$ cat config.mk
export PLATFORM = sky130hd
export DESIGN_NAME = instr_fetch_mem
export DESIGN_NICKNAME = d
export VERILOG_FILES = /design/src/rtl/instr_fetch_mem.sv
export SDC_FILE = /design/constraint.sdc
export NUM_CORES = 2
export LEC_CHECK = 0
export ABC_CLOCK_PERIOD_IN_PS = 2200
export BUFFER_PORTS_ARGS = -buffer_cell sky130_fd_sc_hd__buf_2
export CORE_AREA = 4 4 441 443
export DETAILED_ROUTE_END_ITERATION = 10
export DIE_AREA = 0 0 445 447
export SLEW_MARGIN = 20
export SYNTH_ARGS = -nofsm -noshare
export SYNTH_HDL_FRONTEND = slang
export SYNTH_SLANG_ARGS = --single-unit
$ cat constraint.sdc
create_clock -name clk -period 2.2 [get_ports clk]
set_clock_uncertainty 0.05 [all_clocks]
set_input_delay 0 -clock clk [delete_from_list [all_inputs] [get_ports clk]]
set_output_delay 0 -clock clk [all_outputs]
set_load 0.005 [all_outputs]
$ cat src/rtl/instr_fetch_mem.sv
// Instruction memory for the CPU fetch stage: byte-addressed preload port, big-endian
// word fetch with WAIT_CYCLES latency and valid/ready handshake. Optional IM_ALIGN_CHECK_EN.
module instr_fetch_mem #(
  parameter int MEM_SIZE    = 128,
  parameter int WAIT_CYCLES = 0
) (
  input  logic        clk,
  input  logic        rst,
  input  logic        InstrReq,
  input  logic [31:0] InstrAddr,
  output logic        InstrReqReady,
  output logic [31:0] Instr,
  output logic        InstrValid,
  input  logic        InstrRspReady,
  output logic        AddrFault,
  output logic        AlignFault,
  input  logic        LoadEn,
  input  logic [31:0] LoadAddr,
  input  logic [7:0]  LoadData
);

  localparam int          AW      = $clog2(MEM_SIZE);
  localparam logic [3:0]  WAIT_LD = 4'(WAIT_CYCLES);
  localparam logic [32:0] LAST_B  = 33'(MEM_SIZE - 1);

  typedef enum logic [1:0] {S_IDLE, S_WAIT, S_RESP} state_t;

  state_t      r_state, w_state_nxt;
  logic [3:0]  r_cnt, w_cnt_nxt;
  logic [31:0] r_addr;
  logic [7:0]  r_mem [MEM_SIZE];
  logic        r_valid;
  logic [31:0] r_instr;
  logic        r_afault;
  logic        r_alfault;

  logic        w_ready;
  logic        w_accept;
  logic        w_fill;
  logic [31:0] w_rd_addr;
  logic [32:0] w_end;
  logic        w_afault;
  logic        w_alfault;
  logic [AW-1:0] w_idx;
  logic [31:0] w_word;
  logic        w_load_ok;

  assign w_ready  = (r_state == S_IDLE) || ((r_state == S_RESP) && InstrRspReady);
  assign w_accept = InstrReq && w_ready;

  always_comb begin
    w_state_nxt = r_state;
    w_cnt_nxt   = r_cnt;
    w_fill      = 1'b0;
    case (r_state)
      S_IDLE: ;
      S_WAIT: begin
        w_cnt_nxt = r_cnt - 4'd1;
        if (r_cnt <= 4'd1) begin
          w_cnt_nxt   = 4'd0;
          w_state_nxt = S_RESP;
          w_fill      = 1'b1;
        end
      end
      S_RESP: if (InstrRspReady) w_state_nxt = S_IDLE;
      default: w_state_nxt = S_IDLE;
    endcase
    // A new request (from IDLE or back-to-back out of RESP) overrides the above
    if (w_accept) begin
      w_cnt_nxt = WAIT_LD;
      if (WAIT_LD != 4'd0) begin
        w_state_nxt = S_WAIT;
      end else begin
        w_state_nxt = S_RESP;
        w_fill      = 1'b1;
      end
    end
  end

  // Zero-wait fetches register the word on the accept edge, so read from the live address then
  assign w_rd_addr = (r_state == S_WAIT) ? r_addr : InstrAddr;
  assign w_end     = {1'b0, w_rd_addr} + 33'd3;
  assign w_afault  = (w_end > LAST_B);
  assign w_idx     = w_rd_addr[AW-1:0];

`ifdef IM_ALIGN_CHECK_EN
  assign w_alfault = (w_rd_addr[1:0] != 2'b00);
`else
  assign w_alfault = 1'b0;
`endif

  always_comb begin
    w_word = 32'h0000_0000;
    if (!w_afault && !w_alfault) begin
      w_word = {r_mem[w_idx], r_mem[w_idx + AW'(1)],
                r_mem[w_idx + AW'(2)], r_mem[w_idx + AW'(3)]};
    end
  end

  always_ff @(posedge clk or posedge rst) begin
    if (rst) begin
      r_state   <= S_IDLE;
      r_cnt     <= 4'd0;
      r_valid   <= 1'b0;
      r_instr   <= 32'h0000_0000;
      r_afault  <= 1'b0;
      r_alfault <= 1'b0;
    end else begin
      r_state <= w_state_nxt;
      r_cnt   <= w_cnt_nxt;
      if (w_fill) begin
        r_valid   <= 1'b1;
        r_instr   <= w_word;
        r_afault  <= w_afault;
        r_alfault <= w_alfault;
      end else if ((r_state == S_RESP) && InstrRspReady) begin
        r_valid <= 1'b0;
      end
    end
  end

  always_ff @(posedge clk) begin
    if (w_accept) r_addr <= InstrAddr;
  end

  // Storage is deliberately outside reset so preloaded code survives a CPU reset
  assign w_load_ok = LoadEn && (LoadAddr < 32'(MEM_SIZE));

  always_ff @(posedge clk) begin
    if (w_load_ok) r_mem[LoadAddr[AW-1:0]] <= LoadData;
  end

  assign InstrReqReady = w_ready;
  assign Instr         = r_instr;
  assign InstrValid    = r_valid;
  assign AddrFault     = r_afault;
  assign AlignFault    = r_alfault;

endmodule
==> results.md <==
| Group | Metric | Reported |
| --- | --- | --- |
| run status | Result of the run | finished, violations left |
| run status | Violated checks | negative setup slack |
| cts | Buffer type at the clock tree root | sky130_fd_sc_hd__clkbuf_16 |
| yosys | Largest cells by area after synthesis | sky130_fd_sc_hd__edfxtp_1 (46%), sky130_fd_sc_hd__mux4_2 (35%), sky130_fd_sc_hd__nand2_1 (3.0%), sky130_fd_sc_hd__nand3_1 (1.7%), sky130_fd_sc_hd__mux2i_1 (1.5%) |
| floorplan | Effective utilization at floorplan | 34.9% |
| cts | Clock buffer depth | 3 |
| setup path | Required time worst endpoint | 2.85 ns |
| timing | Number of setup violations in the final report | 26 |
| power and ir drop | Gate power share | 21.1% |
| min path | Hold Path Sink | Instr[30] |
| detailed routing | Via/cell ratio | 6.54 |
| setup path | Destination of the worst register-to-register timing path | Instr[31] |
| timing | Total Negative Setup Slacks | -2.70 ns |
| global routing | Global-route congestion overflow total | 0 |
| min path | Hold Crit Class | in -> reg |
| yosys | Average cell area after synthesis | 15.8 µm² |
| detailed routing | Top sig layer | met5 |
| place | Post-DP Area | 82,200 µm² |
| global routing | Number of global-route vias before repair | 52,638 |
| place | Detailed-placement wirelength estimate | 219 mm |
| cells and area | Non-filler cells, final | 8,298 |
| global routing | GRT Util Overall | 29.4% |
| yosys | Portion of synthesized cell area occupied by the leading cell type | 46.4% |
| yosys | Most used flip-flop cell after synthesis | sky130_fd_sc_hd__edfxtp_1 |
| cts | Clock sink count | 1,058 |
| cells and area | Layout cell share with drive strength beyond 1 | 55.2% |
| detailed routing | Total met3 wirelength after detailed routing | 36.7 mm |
| setup path | Worst Path Arrival | 3.14 ns |
| cts | Clk pin slew, worst setup/hold paths | 0.06 ns |
| power and ir drop | Largest voltage drop on the vdd net | 0.720 mV |
| yosys | Number of instances in the synthesized netlist | 4,192 |
| cells and area | Final cell area excluding filler cells | 88,600 µm² |
| global routing | Number of antenna violations at the first check in global routing | 15 |
| power and ir drop | Power share of the sequential group | 39.3% |
| cts | Clock tree from TritonCTS | yes |
| cts | CTS buffer count | 130 |
| yosys | Asr flop ratio synth | 3.21% |
| timing | Final-report hold violation count | 0 |
| cells and area | Area added between synthesis and finish | 33.7% |
| detailed routing | Total number of vias | 54,232 |
| power and ir drop | Psw | 16.2 mW |
| min path | Hold Path Cell Cnt | 6 |
| detailed routing | Met2 Routed Length | 131 mm |
| job | Max-cap check violation count | 0 |
| yosys | Number of flops mapped to enable cells by yosys | 1,024 |
| setup path | Setup slack, reg-to-reg | -0.29 ns |
| min path | Worst hold path startpoint | InstrAddr[17] |
| detailed routing | Final wirelength | 296 mm |
| timing | Slew at the pin closest to its max-slew limit | 1.01 ns |
| floorplan | Ports | 113 |
| setup path | Worst Path Max Fanout | 4 |
| yosys | Count leader, synth | sky130_fd_sc_hd__mux4_2 |
| floorplan | Cell row count | 160 |
| yosys | Cell taking the most area after synthesis | sky130_fd_sc_hd__edfxtp_1 |
| floorplan | Horiz. Die Dim | 445 µm |
| yosys | Top post-synthesis cells by count | sky130_fd_sc_hd__mux4_2 (1,033), sky130_fd_sc_hd__edfxtp_1 (1,024), sky130_fd_sc_hd__nand2_1 (537), sky130_fd_sc_hd__nand3_1 (225), sky130_fd_sc_hd__clkbuf_1 (188) |
| floorplan | Die Span Y | 447 µm |
| detailed routing | Pre-Repair DR Iteration Count | 6 |
| cells and area | Post-layout net count | 5,756 |
| yosys | Synthesis-stage register bit count | 1,058 |
| place | IO Port Bufs | 111 |
| power and ir drop | Switching share of power | 28.8% |
| timing | Final setup margin | -0.288 ns |
| setup path | Reg-to-reg critical path startpoint | r_mem[37][7] |
| detailed routing | Detail Route Antenna Nets | 0 |
| setup path | Kind of critical path | reg -> reg |
| cts | Clock latency of the later-clocked register in the worst-skew pair | 0.82 ns |
| detailed routing | Post-route met1 wirelength | 104 mm |
| setup path | Critical path capture point type | flip-flop |
| yosys | Total standard cell area after synthesis | 66,300 µm² |
| timing | Worst slack on hold paths | 0.0490 ns |
| timing | Post-layout min period | 2.49 ns |
| timing | RSZ-0062 raised after global routing | true |
| cells and area | Final Core Density | 46.7% |
| yosys | Yosys synthesis warning count | 0 |
| power and ir drop | Power per cell area | 635 nW/µm² |
| timing | Final period util | 113% |
| timing | Max-slew violations | 0 |
| setup path | FF-to-FF path depth | 7 |
| timing | Max transition margin | 31.9% |
| place | Final Wtd Congestion | 1.04 |
| global routing | Wire length of the first global-routing pass | 412 mm |
| timing | Highest attainable clock frequency | 402 MHz |
| setup path | Startpoint type of the worst setup path | flip-flop |
| power and ir drop | Leakage power | 31.3 nW |
| cts | Number of H-tree levels | 4 |
| yosys | Nets in the synthesized netlist | 4,274 |
| floorplan | Placeable core region | 190,000 µm² |
| yosys | Sequential-to-total area share from yosys stat | 47.7% |
| yosys | Distinct cell type count of the synthesized netlist | 75 |
| cells and area | Number of inserted filler cells in the final layout | 16,339 |
| power and ir drop | Clock share of power | 39.7% |
| detailed routing | Routed length per instance | 35.7 µm |
| detailed routing | # DRC | 0 |
| global routing | Maximum number of pins on one net before global-route repair | 129 |
| power and ir drop | Internal power consumption | 40.1 mW |
| floorplan | DIE AREA | 199,000 µm² |
| detailed routing | Iter 0 DRT Violations | 8,260 |
| place | Dpl cells | 8,004 |
[per-layer routing]
| layer | GRT usage (%) | vias up |
|---|---|---|
| met2 | 44.1 | 4311 |
| met3 | 7.76 | 836 |
| met5 | 0 | - |
| met4 | 19.9 | 10 |
| li1 | - | 21033 |
| met1 | 37.5 | 28042 |
[cell families (layout without fill, tap and decap cells)]
family | count (synthesis) | count (layout) | share of synthesized area (%)
DFF | 1058 | 1058 | 47.7
buffers and inverters | 398 | 1985 | 2.82
adders and majority gates | 5 | 5 | 0.0944
AOI/OAI and AO/OA | 481 | 481 | 5.21
muxes | 1134 | 1134 | 36.6
and+or+nand+nor | 1097 | 1097 | 7.35
other | 1 | 9 | 0.00566
xor gates and xnor gates | 18 | 18 | 0.238
[layout make-up]
type	instances	area (µm²)	area share, %
Timing Repair Buffer	1736	14900	16.8
Antenna cell	8	20.0	0.0226
Clock inverter	78	900	1.01
Sequential cell	1058	31600	35.6
Inverter	12	57.6	0.0649
Tap cell	2511	3140	3.54
Clock buffer	159	3500	3.94
Multi-Input combinational cell	2736	34600	39.0
[per-stage QoR]
step | power (mW) | worst slack, ns
6_report | 56.3 | -0.288
5_1_grt | 57.5 | -0.261
4_1_cts | 55.9 | -0.223
3_5_place_dp | 33.4 | -1.42
3_3_place_gp | 33.4 | -1.47
2_1_floorplan | 28.1 | -0.306
[sequential cells by signal, summed over array words and instances, names as in the netlist]
| register | cells |
|---|---|
| r_mem | 1024 |
| Instr | 32 |
| AddrFault | 1 |
| r_state | 1 |
[placed cells by master, fill, tap and decap left out, types with 17 or more instances in the layout]
cell                            synthesis  layout
sky130_fd_sc_hd__a21oi_1               45      41
sky130_fd_sc_hd__a22oi_1               63      46
sky130_fd_sc_hd__a22oi_2                0      17
sky130_fd_sc_hd__a31oi_1               68      55
sky130_fd_sc_hd__a32oi_1               23      21
sky130_fd_sc_hd__buf_12                 0     152
sky130_fd_sc_hd__buf_2                118     100
sky130_fd_sc_hd__buf_4                 50    1425
sky130_fd_sc_hd__buf_6                  5      27
sky130_fd_sc_hd__clkbuf_1             188      20
sky130_fd_sc_hd__clkbuf_16              0     134
sky130_fd_sc_hd__clkinv_2               0      24
sky130_fd_sc_hd__dfrtp_1               34      34
sky130_fd_sc_hd__dlygate4sd3_1          0      30
sky130_fd_sc_hd__edfxtp_1            1024    1024
sky130_fd_sc_hd__mux2i_1               97      87
sky130_fd_sc_hd__mux4_2              1033    1033
sky130_fd_sc_hd__nand2_1              537     529
sky130_fd_sc_hd__nand3_1              225     201
sky130_fd_sc_hd__nand3_2                0      19
sky130_fd_sc_hd__nand4_1               23      23
sky130_fd_sc_hd__nor2_1               168     162
sky130_fd_sc_hd__nor3_1                32      25
sky130_fd_sc_hd__o22ai_1               90      69
sky130_fd_sc_hd__o22ai_2                0      19
[power by group through the flow]
stage	combinational (mW)	sequential (mW)	clock (mW)
floorplan	5.57	22.5	0
global placement	10.9	22.5	0
detailed placement	10.9	22.5	0
CTS	11.3	22.1	22.5
global route	12.1	22.1	23.4
finish	11.8	22.1	22.3
[worst max path at each step]
stage / slack [ns] / cells after the start / end / startpoint
floorplan: -0.31 / 14 / Instr[12] / InstrAddr[0]
global placement: -1.47 / 13 / Instr[20] / InstrAddr[1]
detailed placement: -1.42 / 13 / Instr[20] / InstrAddr[1]
CTS: -0.22 / 6 / Instr[23] / r_mem[8][7]
global route: -0.26 / 7 / Instr[3] / r_mem[52][3]
finish: -0.29 / 7 / Instr[31] / r_mem[37][7]
[repair_timing]
action,CTS,global route
pin swaps,45,65
hold endpoints to repair,1113,0
setup endpoints to repair,32,32
resized for setup,194,101
hold buffers,30,0
buffers inserted,24,14
[critical path: stages, from the launching register on]
cell,delay (ns)
sky130_fd_sc_hd__edfxtp_1,0.44
sky130_fd_sc_hd__mux4_2,0.48
sky130_fd_sc_hd__a22oi_1,0.31
sky130_fd_sc_hd__nand3_1,0.21
sky130_fd_sc_hd__a221o_1,0.50
sky130_fd_sc_hd__o31ai_2,0.11
sky130_fd_sc_hd__buf_4,0.21
sky130_fd_sc_hd__o21ai_1,0.06
Power figures use the tool's default switching activity.
